===== config.mk =====
export PLATFORM = sky130hd
export DESIGN_NAME = mic_array_serial_hub
export DESIGN_NICKNAME = d
export VERILOG_FILES = /design/src/rtl/mic_array_pkg.sv /design/src/rtl/mic_array_sclk_gen.sv /design/src/rtl/mic_array_serial_hub.sv
export SDC_FILE = /design/constraint.sdc
export NUM_CORES = 1
export LEC_CHECK = 0
export BUFFER_PORTS_ARGS = -buffer_cell sky130_fd_sc_hd__buf_4
export CORE_ASPECT_RATIO = 1.75
export CORE_MARGIN = 4
export CORE_UTILIZATION = 30
export DETAILED_ROUTE_END_ITERATION = 6
export GPL_TIMING_DRIVEN = 0
export SYNTH_ARGS = -nofsm -noshare
export SYNTH_HDL_FRONTEND = slang
export SYNTH_SLANG_ARGS = --single-unit

===== constraint.sdc =====
create_clock -name clk -period 2.4 [get_ports clk]
set_input_delay 0.36 -clock clk [delete_from_list [all_inputs] [get_ports clk]]
set_output_delay 0.36 -clock clk [all_outputs]
set_load 0.005 [all_outputs]

===== src/rtl/mic_array_pkg.sv =====
// Shared types and helpers for the mic-array serial hub.
// Optional parity is enabled by defining MIC_ARRAY_PARITY_EN.
package mic_array_pkg;

    typedef enum logic [2:0] {
        StIdle,
        StLo,
        StHi,
        StGap,
        StRsp
    } hub_state_e;

`ifdef MIC_ARRAY_PARITY_EN
    localparam int unsigned PAR_BITS = 1;
`else
    localparam int unsigned PAR_BITS = 0;
`endif

    // Bits per transfer on the wire, including the optional parity bit.
    function automatic int unsigned nbits(input int unsigned data_w);
        return data_w + PAR_BITS;
    endfunction

    // Odd parity: the returned bit makes the total count of ones odd.
    // Zero-extension of narrower words leaves the result unchanged.
    function automatic logic odd_parity(input logic [31:0] word);
        return ~(^word);
    endfunction

endpackage


===== src/rtl/mic_array_sclk_gen.sv =====
// Serial clock phase generator: CLK_DIV cycles per half-period, held clear while not running.
module mic_array_sclk_gen #(
    parameter int unsigned CLK_DIV = 4
) (
    input  logic clk,
    input  logic reset_n,
    input  logic run_i,
    output logic rise_pulse_o,
    output logic fall_pulse_o,
    output logic sclk_o
);

    localparam int unsigned CNT_W = (CLK_DIV > 1) ? $clog2(CLK_DIV) : 1;

    logic [CNT_W-1:0] cnt_q, cnt_d;
    logic             sclk_q, sclk_d;
    logic             phase_end;

    always_comb begin
        phase_end    = (cnt_q == CNT_W'(CLK_DIV - 1));
        rise_pulse_o = run_i & ~sclk_q & phase_end;
        fall_pulse_o = run_i & sclk_q & phase_end;
        cnt_d        = (!run_i || phase_end) ? '0 : cnt_q + CNT_W'(1);
        sclk_d       = run_i ? (sclk_q ^ phase_end) : 1'b0;
    end

    always_ff @(posedge clk) begin
        if (!reset_n) begin
            cnt_q  <= '0;
            sclk_q <= 1'b0;
        end else begin
            cnt_q  <= cnt_d;
            sclk_q <= sclk_d;
        end
    end

    assign sclk_o = sclk_q;

endmodule


===== src/rtl/mic_array_serial_hub.sv =====
// N-channel lock-step serial command engine with per-channel reply capture.
// Define MIC_ARRAY_PARITY_EN to append and check an odd-parity bit.
module mic_array_serial_hub
    import mic_array_pkg::*;
#(
    parameter int unsigned N_CH    = 16,
    parameter int unsigned DATA_W  = 16,
    parameter int unsigned CLK_DIV = 4,
    parameter int unsigned GAP_CYC = 8
) (
    input  logic                   clk,
    input  logic                   reset_n,
    input  logic                   cmd_valid,
    output logic                   cmd_ready,
    input  logic [N_CH-1:0]        cmd_chan_mask,
    input  logic [DATA_W-1:0]      cmd_data,
    output logic                   rsp_valid,
    input  logic                   rsp_ready,
    output logic [N_CH*DATA_W-1:0] rsp_data,
    output logic [N_CH-1:0]        rsp_err,
    output logic [N_CH-1:0]        busy_out,
    output logic [N_CH-1:0]        serial_clk_out,
    output logic [N_CH-1:0]        serial_data_out,
    input  logic [N_CH-1:0]        serial_data_in
);

    localparam int unsigned NBITS  = nbits(DATA_W);
    localparam int unsigned BCNT_W = $clog2(NBITS + 1);
    localparam int unsigned GAP_W  = (GAP_CYC > 1) ? $clog2(GAP_CYC) : 1;

    hub_state_e        state_q, state_d;
    logic [BCNT_W-1:0] bit_cnt_q, bit_cnt_d;
    logic [NBITS-1:0]  tx_q, tx_d;
    logic [N_CH-1:0]   mask_q, mask_d;
    logic [GAP_W-1:0]  gap_cnt_q, gap_cnt_d;

    logic accept;
    logic run;
    logic busy;
    logic sample;
    logic rise_pulse;
    logic fall_pulse;
    logic sclk;

    assign cmd_ready = (state_q == StIdle) & reset_n;
    assign accept    = cmd_valid & cmd_ready;
    assign run       = (state_q == StLo) || (state_q == StHi);
    assign busy      = run || (state_q == StGap);
    assign sample    = (state_q == StLo) & rise_pulse;
    assign rsp_valid = (state_q == StRsp);

    mic_array_sclk_gen #(
        .CLK_DIV (CLK_DIV)
    ) u_sclk_gen (
        .clk          (clk),
        .reset_n      (reset_n),
        .run_i        (run),
        .rise_pulse_o (rise_pulse),
        .fall_pulse_o (fall_pulse),
        .sclk_o       (sclk)
    );

    always_comb begin
        state_d   = state_q;
        bit_cnt_d = bit_cnt_q;
        tx_d      = tx_q;
        mask_d    = mask_q;
        gap_cnt_d = gap_cnt_q;
        unique case (state_q)
            StIdle: begin
                if (accept) begin
                    mask_d    = cmd_chan_mask;
`ifdef MIC_ARRAY_PARITY_EN
                    tx_d      = {cmd_data, odd_parity(32'(cmd_data))};
`else
                    tx_d      = cmd_data;
`endif
                    bit_cnt_d = BCNT_W'(NBITS);
                    gap_cnt_d = '0;
                    // An empty mask has nothing to shift: respond immediately.
                    state_d   = (|cmd_chan_mask) ? StLo : StRsp;
                end
            end
            StLo: begin
                if (rise_pulse) begin
                    state_d = StHi;
                end
            end
            StHi: begin
                if (fall_pulse) begin
                    bit_cnt_d = bit_cnt_q - BCNT_W'(1);
                    tx_d      = tx_q << 1;
                    if (bit_cnt_q == BCNT_W'(1)) begin
                        state_d = (GAP_CYC == 0) ? StRsp : StGap;
                    end else begin
                        state_d = StLo;
                    end
                end
            end
            StGap: begin
                gap_cnt_d = gap_cnt_q + GAP_W'(1);
                if (gap_cnt_q == GAP_W'(GAP_CYC - 1)) begin
                    state_d = StRsp;
                end
            end
            StRsp: begin
                if (rsp_ready) begin
                    state_d = StIdle;
                end
            end
            default: state_d = StIdle;
        endcase
    end

    always_ff @(posedge clk) begin
        if (!reset_n) begin
            state_q   <= StIdle;
            bit_cnt_q <= '0;
            tx_q      <= '0;
            mask_q    <= '0;
            gap_cnt_q <= '0;
        end else begin
            state_q   <= state_d;
            bit_cnt_q <= bit_cnt_d;
            tx_q      <= tx_d;
            mask_q    <= mask_d;
            gap_cnt_q <= gap_cnt_d;
        end
    end

    assign busy_out        = {N_CH{busy}} & mask_q;
    assign serial_clk_out  = {N_CH{sclk}} & mask_q;
    assign serial_data_out = {N_CH{run & tx_q[NBITS-1]}} & mask_q;

    for (genvar k = 0; k < N_CH; k++) begin : g_ch
        logic [NBITS-1:0] rx_q, rx_d;

        always_comb begin
            rx_d = rx_q;
            if (accept) begin
                rx_d = '0;
            end else if (sample && mask_q[k]) begin
                rx_d = {rx_q[NBITS-2:0], serial_data_in[k]};
            end
        end

        always_ff @(posedge clk) begin
            if (!reset_n) begin
                rx_q <= '0;
            end else begin
                rx_q <= rx_d;
            end
        end

        // Data occupies the top DATA_W bits; a parity bit, if present, is the LSB.
        assign rsp_data[k*DATA_W +: DATA_W] = rsp_valid ? rx_q[NBITS-1 -: DATA_W] : '0;

`ifdef MIC_ARRAY_PARITY_EN
        assign rsp_err[k] = rsp_valid & mask_q[k] &
                            (rx_q[0] != odd_parity(32'(rx_q[NBITS-1 -: DATA_W])));
`else
        assign rsp_err[k] = 1'b0;
`endif
    end

endmodule


Yosys cells after proc, flatten, opt, wreduce, memory -nomap -nowiden
Index checks and enable logic that the tools add are counted.

Input port bits: 52. Word-level logic and storage cells: 115. Register bits: 302. Output and inout port bits: 322.

Reductions and logical operators: 31. Equality and inequality tests: 12. Multiplexer cells: 32. Bitwise gates (word level): 14. $add $sub $neg: 3.

Operator list (count): $mux W16 (18); $and A16 B16 Y16 (3); $pmux W16 S2 (1); $mux W3 (7); $logic_and A1 B1 Y1 (16); $reduce_or A16 Y1 (1); $pmux W3 S5 (1); $mux W5 (2); $pmux W5 S2 (1); $and A1 B1 Y1 (8); $eq A3 B2 Y1 const B (2); $eq A3 B3 Y1 const B (2); $ne A2 B2 Y1 const B (3); $pmux W3 S2 (1); $reduce_and A2 Y1 (3); $eq A5 B1 Y1 const B (1); $reduce_and A5 Y1 (1); $sub A5 B1 Y5 const B (1); $ne A2 B1 Y1 const B (2); $reduce_bool A2 Y1 (2); $reduce_or A2 Y1 (2); $add A3 B1 Y3 const B (1); $eq A3 B1 Y1 const B (1); $logic_not A3 Y1 (1); 8 further kinds (11).

Longest topological paths before layout
Gate-level depths: netlist (run 1).

Depth in word-level cells: 6. Depth in mapped cells: 8. Mapped depth without buffers: 6.

Cells and area by module
Synthesis (run 1) repeated with hierarchy kept, for this count alone.

Cells, all modules: 1759. Area, all modules: 13445.4 sq um.

Modules (own cells, without submodules): mic_array_serial_hub (cells an instance 1747, times used 1, area an instance 13329.0 sq um, seq. area each 5985.7 sq um); mic_array_sclk_gen (cells an instance 12, times used 1, area an instance 116.4 sq um, seq. area each 60.1 sq um).

Worst setup path after synthesis (run 1)
No wires, ideal clock.

Kind: reg-to-output. Start point: register state_q[1]. End point: output port rsp_data[214]. Arrival time: 1.504 ns. Setup slack: 0.536 ns. Path buffers: 4. Required time: 2.040 ns. Cell stages (with the launch flop): 7. Cell sequence: dfxtp_1 > buf_2 > buf_2 > nor3b_2 > clkbuf_1 > clkbuf_1 > and2_1.

Cells in the longest elaborated chain, start to end: 2.

RTL lines: start: declaration (line mic_array_serial_hub.sv:31) `hub_state_e state_q, state_d;`; start signal: assignment (line mic_array_serial_hub.sv:117) `state_q <= StIdle;`; start signal: assignment (line mic_array_serial_hub.sv:123) `state_q <= state_d;`; $eq A3 B3 Y1 (line mic_array_serial_hub.sv:50) `assign rsp_valid = (state_q == StRsp);`; $mux W16 (line mic_array_serial_hub.sv:156) `assign rsp_data[k*DATA_W +: DATA_W] = rsp_valid ? rx_q[NBITS-1 -: DATA_W] : '0;`; end: declaration (line mic_array_serial_hub.sv:19) `output logic [N_CH*DATA_W-1:0] rsp_data,`.

Every way passes these cells.

Worst setup path after layout (run 1)
Start point: register state_q[1]. End point: output port rsp_data[32].

The elaborated chain is that of the path after synthesis.

==> summary.txt, run 1 <==
Status
  – Status: finished with violations
  – Failing checks: negative setup slack

Yosys
  – Top-count cell post-synth: nand2_1
  – Mapped Avg Cell Area: 7.709 um^2
  – Main synth FF type: dfxtp_1
  – Asr flop ratio synth: 0%
  – Seq/Total Area, Yosys: 45.23%
  – EDFF count, synth: 0
  – Synth cell types: 46
  – Ys Warns: 0
  – Register bit total from synthesis: 302
  – Commonest cells post-synth: nand2_1 (552), dfxtp_1 (302), and2_1 (288)
  – Synth area leaders: dfxtp_1 (45%), nand2_1 (15%), and2_1 (13%), a21oi_1 (9.8%), buf_2 (2.0%)
  – Post-synth top area share: 45.23%
  – Synth Cell Area: 0.01337 mm^2
  – Synth area leader: dfxtp_1
  – Instance count of the mapped netlist: 1,734

Clock network
  – Worst skew pair latency: 0.56 ns
  – Clock slew at reported path FFs: 0.06 ns
  – Clk buf depth: 3
  – Total CTS buffers: 29
  – H-tree lvl count: 1
  – Clk sink count: 302
  – Root buf cell: clkbuf_16
  – CTS tree: done

Route
  – Drt first pass iters: 5
  – Drt wl/cell: 17.26 um
  – M1 WL: 17.34 mm
  – 1st-iter DRT viols: 612
  – Final wirelength: 47.95 mm
  – Post-DRT Antenna Nets: 0
  – WL met2: 26.66 mm
  – Metal3 WL: 2.363 mm
  – Vias/cell: 4.627
  – Uppermost layer routed: met4
  – Drt drc: 0
  – Via count: 12,850

STA
  – RSZ-0062 raised after global routing: yes
  – Max-slew violation count: 0
  – Final hold violations: 0
  – Worst-Margin Slew: 0.7285 ns
  – Worst slew margin: 51.31%
  – Period utilization: 101.9%
  – # setup viols final: 120
  – Final min period: 2.446 ns
  – Peak Freq: 0.4089 GHz
  – Final worst slack: -0.04571 ns
  – Final clock skew: 0.01594 ns

Power
  – PwrDens: 622.1 mW/mm^2
  – Peak VDD IR: 0.5935 mV
  – Combinational Power Share: 16.9%
  – Cell Int Power: 8.680 mW
  – Sw power: 3.473 mW
  – Leakage power: 7.861 nW
  – Power share of the clock group: 37.5%
  – Net Sw Frac: 28.58%
  – Sequential share of power: 45.6%

Flow run
  – Max-cap viol count: 0

Layout
  – Multi-input gate area: 0.006894 mm^2
  – Final nets: 2,240
  – Final Util: 44.24%
  – Synth-to-layout area growth: 46.14%
  – Reg area: 0.006052 mm^2
  – Filler cells: 4,434
  – Fraction of layout cells with a size suffix above 1: 32.17%

Setup path
  – WP data arrival: 2.09 ns
  – Crit Path Max Fanout: 9
  – R2R Path End: g_ch[4].rx_q[5]$_SDFFE_PP0P_
  – Worst setup path start: state_q[1]$_SDFFE_PN0P_
  – R2r startpoint: u_sclk_gen.cnt_q[0]$_SDFF_PP0_
  – Setup CP Type: reg2out
  – Worst setup endpoint: rsp_data[32]
  – Setup crit end kind: output port
  – Reg2Reg Setup Slack: 0.13 ns
  – CP startpoint kind: register
  – R2R depth: 8
  – Data required time of the critical path: 2.04 ns

Floorplan
  – Die area: 0.04813 mm^2
  – Core area: 0.04416 mm^2
  – IO Pins: 374
  – Die W: 167.6 um
  – Row count: 102
  – Initial core utilization: 30.27%
  – Die H: 287.2 um

Global routing
  – Initial antenna violation count: 2
  – GRT Overall Usage: 18.36%
  – Vias in the first global route: 12,560
  – First-pass GRT wire length: 70.58 mm
  – Overflow after GRT: 0
  – Largest net degree at the start of global routing: 15

Placed design
  – Post-DP HPWL: 36.15 mm
  – Pre-CTS setup slack: -0.7663 ns
  – Buffers on Ports: 356
  – Placer Congestion: 0.8859

Worst hold path
  – Worst hold path class: in2reg
worst min-delay path by stage:
| stage | from | to | slack (ns) | depth (start not counted) |
|---|---|---|---|---|
| after floorplan | u_sclk_gen.cnt_q[0]$_SDFF_PP0_ | u_sclk_gen.cnt_q[0]$_SDFF_PP0_ | 0.41 | 1 |
| after global placement | u_sclk_gen.cnt_q[0]$_SDFF_PP0_ | u_sclk_gen.cnt_q[0]$_SDFF_PP0_ | 0.42 | 1 |
| after detailed placement | g_ch[2].rx_q[15]$_SDFFE_PP0P_ | g_ch[2].rx_q[15]$_SDFFE_PP0P_ | 0.44 | 2 |
| after CTS | cmd_chan_mask[10] | mask_q[10]$_SDFFE_PN0P_ | 0.005 | 3 |
| after global routing | cmd_chan_mask[10] | mask_q[10]$_SDFFE_PN0P_ | 0.02 | 3 |
| final | cmd_chan_mask[10] | mask_q[10]$_SDFFE_PN0P_ | 0.04 | 3 |
cell families after synthesis:
group	after synthesis	share of synthesized area, %
flops	302	45.23
buf+inv	157	6.290
compound gates	308	12.31
other cells	1	0.02805
xor+xnor	3	0.1966
simple gates	943	34.36
fa+ha+maj	5	0.4680
mux	15	1.123
per-layer routing:
layer | vias up | global-route usage (%)
li1 | 6444 | -
met1 | 5997 | 19.11
met2 | 334 | 36.65
met3 | 78 | 2.807
met4 | 0 | 6.416
met5 | - | 0
cells in the final DEF, fill, tap and decap left out, types with 23 or more instances in the layout:
master,n
and2_1,181
and3_1,26
buf_6,98
nand2_1,551
nor2_1,23
and2_4,107
buf_2,49
clkbuf_1,26
a21oi_1,263
buf_4,319
buf_8,26
clkbuf_16,47
dfxtp_1,299
power groups by stage:
stage	combinational, mW	clock, mW	sequential [mW]
after floorplan	1.13	0	5.49
after global placement	1.69	0	5.62
after detailed placement	1.72	0	5.62
after CTS	1.90	4.70	5.53
after global routing	2.23	4.88	5.57
final	2.06	4.55	5.54
state kept, by name, indices dropped and copies added, names as in the netlist:
register and flops:
g_ch.rx_q 256, bit_cnt_q 5, mask_q 16, u_sclk_gen.cnt_q 2, gap_cnt_q 3, state_q 3
u_sclk_gen.sclk_o 1, tx_q 16
repair_timing:
| action | in CTS | in global routing |
|---|---|---|
| endpoints found under the setup margin | 302 | 442 |
| hold endpoints to repair | 10 | 0 |
| hold buffers | 10 | 0 |
| pin swaps | 5 | 5 |
| gates resized for setup | 157 | 200 |
| buffers inserted | 12 | 9 |
| gates cloned | 7 | 14 |
worst max-delay path, cell delays in order, from the launching register on:
cell	delay [ns]
dfxtp_4	0.37
buf_8	0.13
nor3b_4	0.22
buf_6	0.20
clkbuf_16	0.22
clkbuf_16	0.15
and2_4	0.15
buf_6	0.09
through the flow:
step / setup TNS (ns) / instances / power (mW) / hold slack (ns) / instance area [um^2]
finish: -2.296 / 2778 / 12.15 / 0.04425 / 19540
global route: -20.35 / 2777 / 12.68 / 0.01607 / 19530
detailed placement: -112.39 / 2677 / 7.346 / 0.4439 / 16810
global placement: -100.19 / 2677 / 7.305 / 0.4159 / 16810
floorplan: 0 / 1749 / 6.629 / 0.4076 / 13420
CTS: -29.47 / 2756 / 12.12 / 0.004592 / 18590
final cells by class:
type	instances	share of cell area, %
clock inverters	9	0.4291
diodes	2	0.02562
clock buffers	43	4.394
well taps	572	3.663
multi-input cells	1290	35.29
repair buffers	407	19.00
inverters	6	0.1153
plain buffers	147	6.110
flip-flops and latches	302	30.98
No activity file was read; power rests on OpenSTA's default activity.
==> run 2: changes to the inputs <==
BUFFER_PORTS_ARGS = not set   (was -buffer_cell sky130_fd_sc_hd__buf_4)
DONT_BUFFER_PORTS = 1   (was not set)
REMOVE_ABC_BUFFERS = 1   (was not set)
==> summary.txt, run 2 (synthesis results as in run 1) <==
Status
  – Status: completed (was finished with violations)

Placed design
  – Placer Congestion: 0.8086 (was 0.8859)
  – Buffers on Ports: 0 (was 356)
  – Post-DP HPWL: 27.30 mm (was 36.15 mm)

Floorplan
  – Core area: 0.04416 mm^2 (unchanged)
  – Row count: 102 (unchanged)
  – Die area: 0.04813 mm^2 (unchanged)
  – Die H: 287.2 um (unchanged)
  – Die W: 167.6 um (unchanged)
  – IO Pins: 374 (unchanged)
  – Initial core utilization: 30.27% (unchanged)

Clock network
  – H-tree lvl count: 1 (unchanged)
  – Clk sink count: 302 (unchanged)
  – CTS tree: done (unchanged)
  – Worst skew pair latency: 0.56 ns (about the same)
  – Clk buf depth: 3 (unchanged)
  – Root buf cell: clkbuf_16 (unchanged)
  – Clock slew at reported path FFs: 0.06 ns (about the same)
  – Total CTS buffers: 29 (unchanged)

Layout
  – Biggest regs: g_ch.rx_q: 256 flops, mask_q: 16 flops, tx_q: 16 flops (unchanged)
  – Largest register FFs: 256 (unchanged)
  – Fraction of layout cells with a size suffix above 1: 7.901% (was 32.17%)
  – Most frequent cells in the layout: nand2_1 (551), dfxtp_1 (298), and2_1 (280) (was nand2_1 (551), buf_4 (319), dfxtp_1 (299))
  – Final nets: 1,768 (was 2,240)
  – Synth-to-layout area growth: 16.43% (was 46.14%)
  – Commonest non-fill, non-tap cell in the layout: nand2_1 (unchanged)
  – Top reg by flops: g_ch.rx_q (unchanged)

Global routing
  – Vias in the first global route: 10,560 (was 12,560)
  – Initial antenna violation count: 3 (was 2)
  – First-pass GRT wire length: 60.50 mm (was 70.58 mm)
  – Largest net degree at the start of global routing: 89 (was 15)
  – Overflow after GRT: 0 (unchanged)
  – GRT Overall Usage: 15.54% (was 18.36%)

STA
  – Final clock skew: 0.008913 ns (was 0.01594 ns)
  – Worst-Margin Slew: 0.9885 ns (was 0.7285 ns)
  – Max-slew violation count: 0 (unchanged)
  – Final hold violations: 0 (unchanged)
  – Final min period: 2.276 ns (was 2.446 ns)
  – Period utilization: 94.85% (was 101.9%)
  – RSZ-0062 raised after global routing: no (was yes)
  – Setup TNS Final: 0 ns (was -2.296 ns)
  – # setup viols final: 0 (was 120)
  – Peak Freq: 0.4393 GHz (was 0.4089 GHz)
  – Worst slew margin: 33.49% (was 51.31%)

Flow run
  – Max-cap viol count: 0 (unchanged)

Power
  – Leakage power: 5.284 nW (was 7.861 nW)
  – Final Power: 12.68 mW (was 12.15 mW)
  – PwrDens: 814.7 mW/mm^2 (was 622.1 mW/mm^2)
  – Peak VDD IR: 0.8645 mV (was 0.5935 mV)

Setup path
  – Setup crit end kind: output port (unchanged)
  – R2r startpoint: u_sclk_gen.cnt_q[0]$_SDFF_PP0_ (unchanged)
  – R2R depth: 7 (was 8)
  – Data required time of the critical path: 2.04 ns (about the same)
  – WP data arrival: 1.92 ns (was 2.09 ns)
  – Reg2Reg Setup Slack: 0.21 ns (was 0.13 ns)
  – Crit Path Max Fanout: 29 (was 9)
  – R2R Path End: g_ch[10].rx_q[5]$_SDFFE_PP0P_ (was g_ch[4].rx_q[5]$_SDFFE_PP0P_)
  – Setup CP Type: reg2out (unchanged)
  – Worst setup endpoint: rsp_data[219] (was rsp_data[32])
  – CP startpoint kind: register (unchanged)
  – Worst setup path start: state_q[0]$_SDFFE_PN0P_ (was state_q[1]$_SDFFE_PN0P_)

Route
  – Final wirelength: 41.01 mm (was 47.95 mm)
  – Post-DRT Antenna Nets: 0 (unchanged)
  – Vias/cell: 4.878 (was 4.627)
  – Drt drc: 0 (unchanged)
  – Via count: 11,260 (was 12,850)
  – Drt first pass iters: 5 (unchanged)
  – 1st-iter DRT viols: 598 (was 612)
  – Drt wl/cell: 17.76 um (was 17.26 um)

Worst hold path
  – Worst hold path class: in2reg (unchanged)
run 2: cell types whose count changed in the layout (fill, tap and decap cells not counted), sizes merged:
cell and delta:
bufinv +6, dlygate4sd3 +33, nand2 +2, clkinv +2, buf -462, inv +1, clkinvlp -3, clkbuf -49
diode +1
run 2: timing repair:
item	4_1_cts	5_1_grt
hold buffers	43	0
endpoints found under the hold margin	48	0
gates cloned	1	3
endpoints found under the setup margin	567	252
gates resized for setup	16	19
pin swaps	3	3
buffers inserted	19	1
run 2: worst max-delay path: stages, from the launching register on:
cell	delay, ns
dfxtp_4	0.37
nor3b_4	0.22
buf_4	0.16
buf_12	0.17
clkbuf_16	0.22
and2_1	0.18
run 2: final cells by class:
type,instances,area (um^2)
fillers,4605,28590
multi-input cells,1292,6658
flip-flops and latches,302,6058
repair buffers,80,988.4
clock buffers,39,853.3
well taps,572,715.7
clock inverters,15,260.3
inverters,6,22.52
diodes,3,7.507
run 2: worst min path at each step:
stage,from,end,slack (ns),cells past startpoint
2_1_floorplan,u_sclk_gen.cnt_q[0]$_SDFF_PP0_,u_sclk_gen.cnt_q[0]$_SDFF_PP0_,0.41,1
3_3_place_gp,u_sclk_gen.cnt_q[0]$_SDFF_PP0_,u_sclk_gen.cnt_q[0]$_SDFF_PP0_,0.41,1
3_5_place_dp,u_sclk_gen.cnt_q[0]$_SDFF_PP0_,u_sclk_gen.cnt_q[0]$_SDFF_PP0_,0.44,1
4_1_cts,cmd_data[2],tx_q[2]$_SDFFE_PN0P_,0.0006,2
5_1_grt,cmd_data[2],tx_q[2]$_SDFFE_PN0P_,0.02,2
6_report,cmd_data[6],tx_q[6]$_SDFFE_PN0P_,0.04,2
run 2: power by group:
part	switching, mW	total (mW)	internal (mW)
Combinational	1.11	1.83	0.713
Sequential	0.316	5.57	5.25
Clock	2.04	5.29	3.24
run 2: per-stage QoR:
stage          worst slack, ns  util (%)  area, um^2  cells  hold WS [ns]
2_1_floorplan           -4.107         -       12610   1598        0.4071
3_3_place_gp            -8.730     30.17       13320   2170        0.4139
3_5_place_dp           -0.5990     30.98       13680   2188        0.4356
4_1_cts                0.01357     34.98       15450   2303     0.0006103
5_1_grt              0.0007112     35.23       15560   2306       0.02361
6_report                0.1236     35.25       15560   2309       0.04283
run 2: layer usage:
| metal | GRT usage, % | vias to the layer above | share of wire, % |
|---|---|---|---|
| met5 | 0 | - | 0 |
| met4 | 6.152 | 0 | 3.9 |
| met3 | 3.000 | 75 | 5.7 |
| met2 | 28.33 | 371 | 51 |
| met1 | 17.72 | 5321 | 39 |
| li1 | - | 5497 | - |
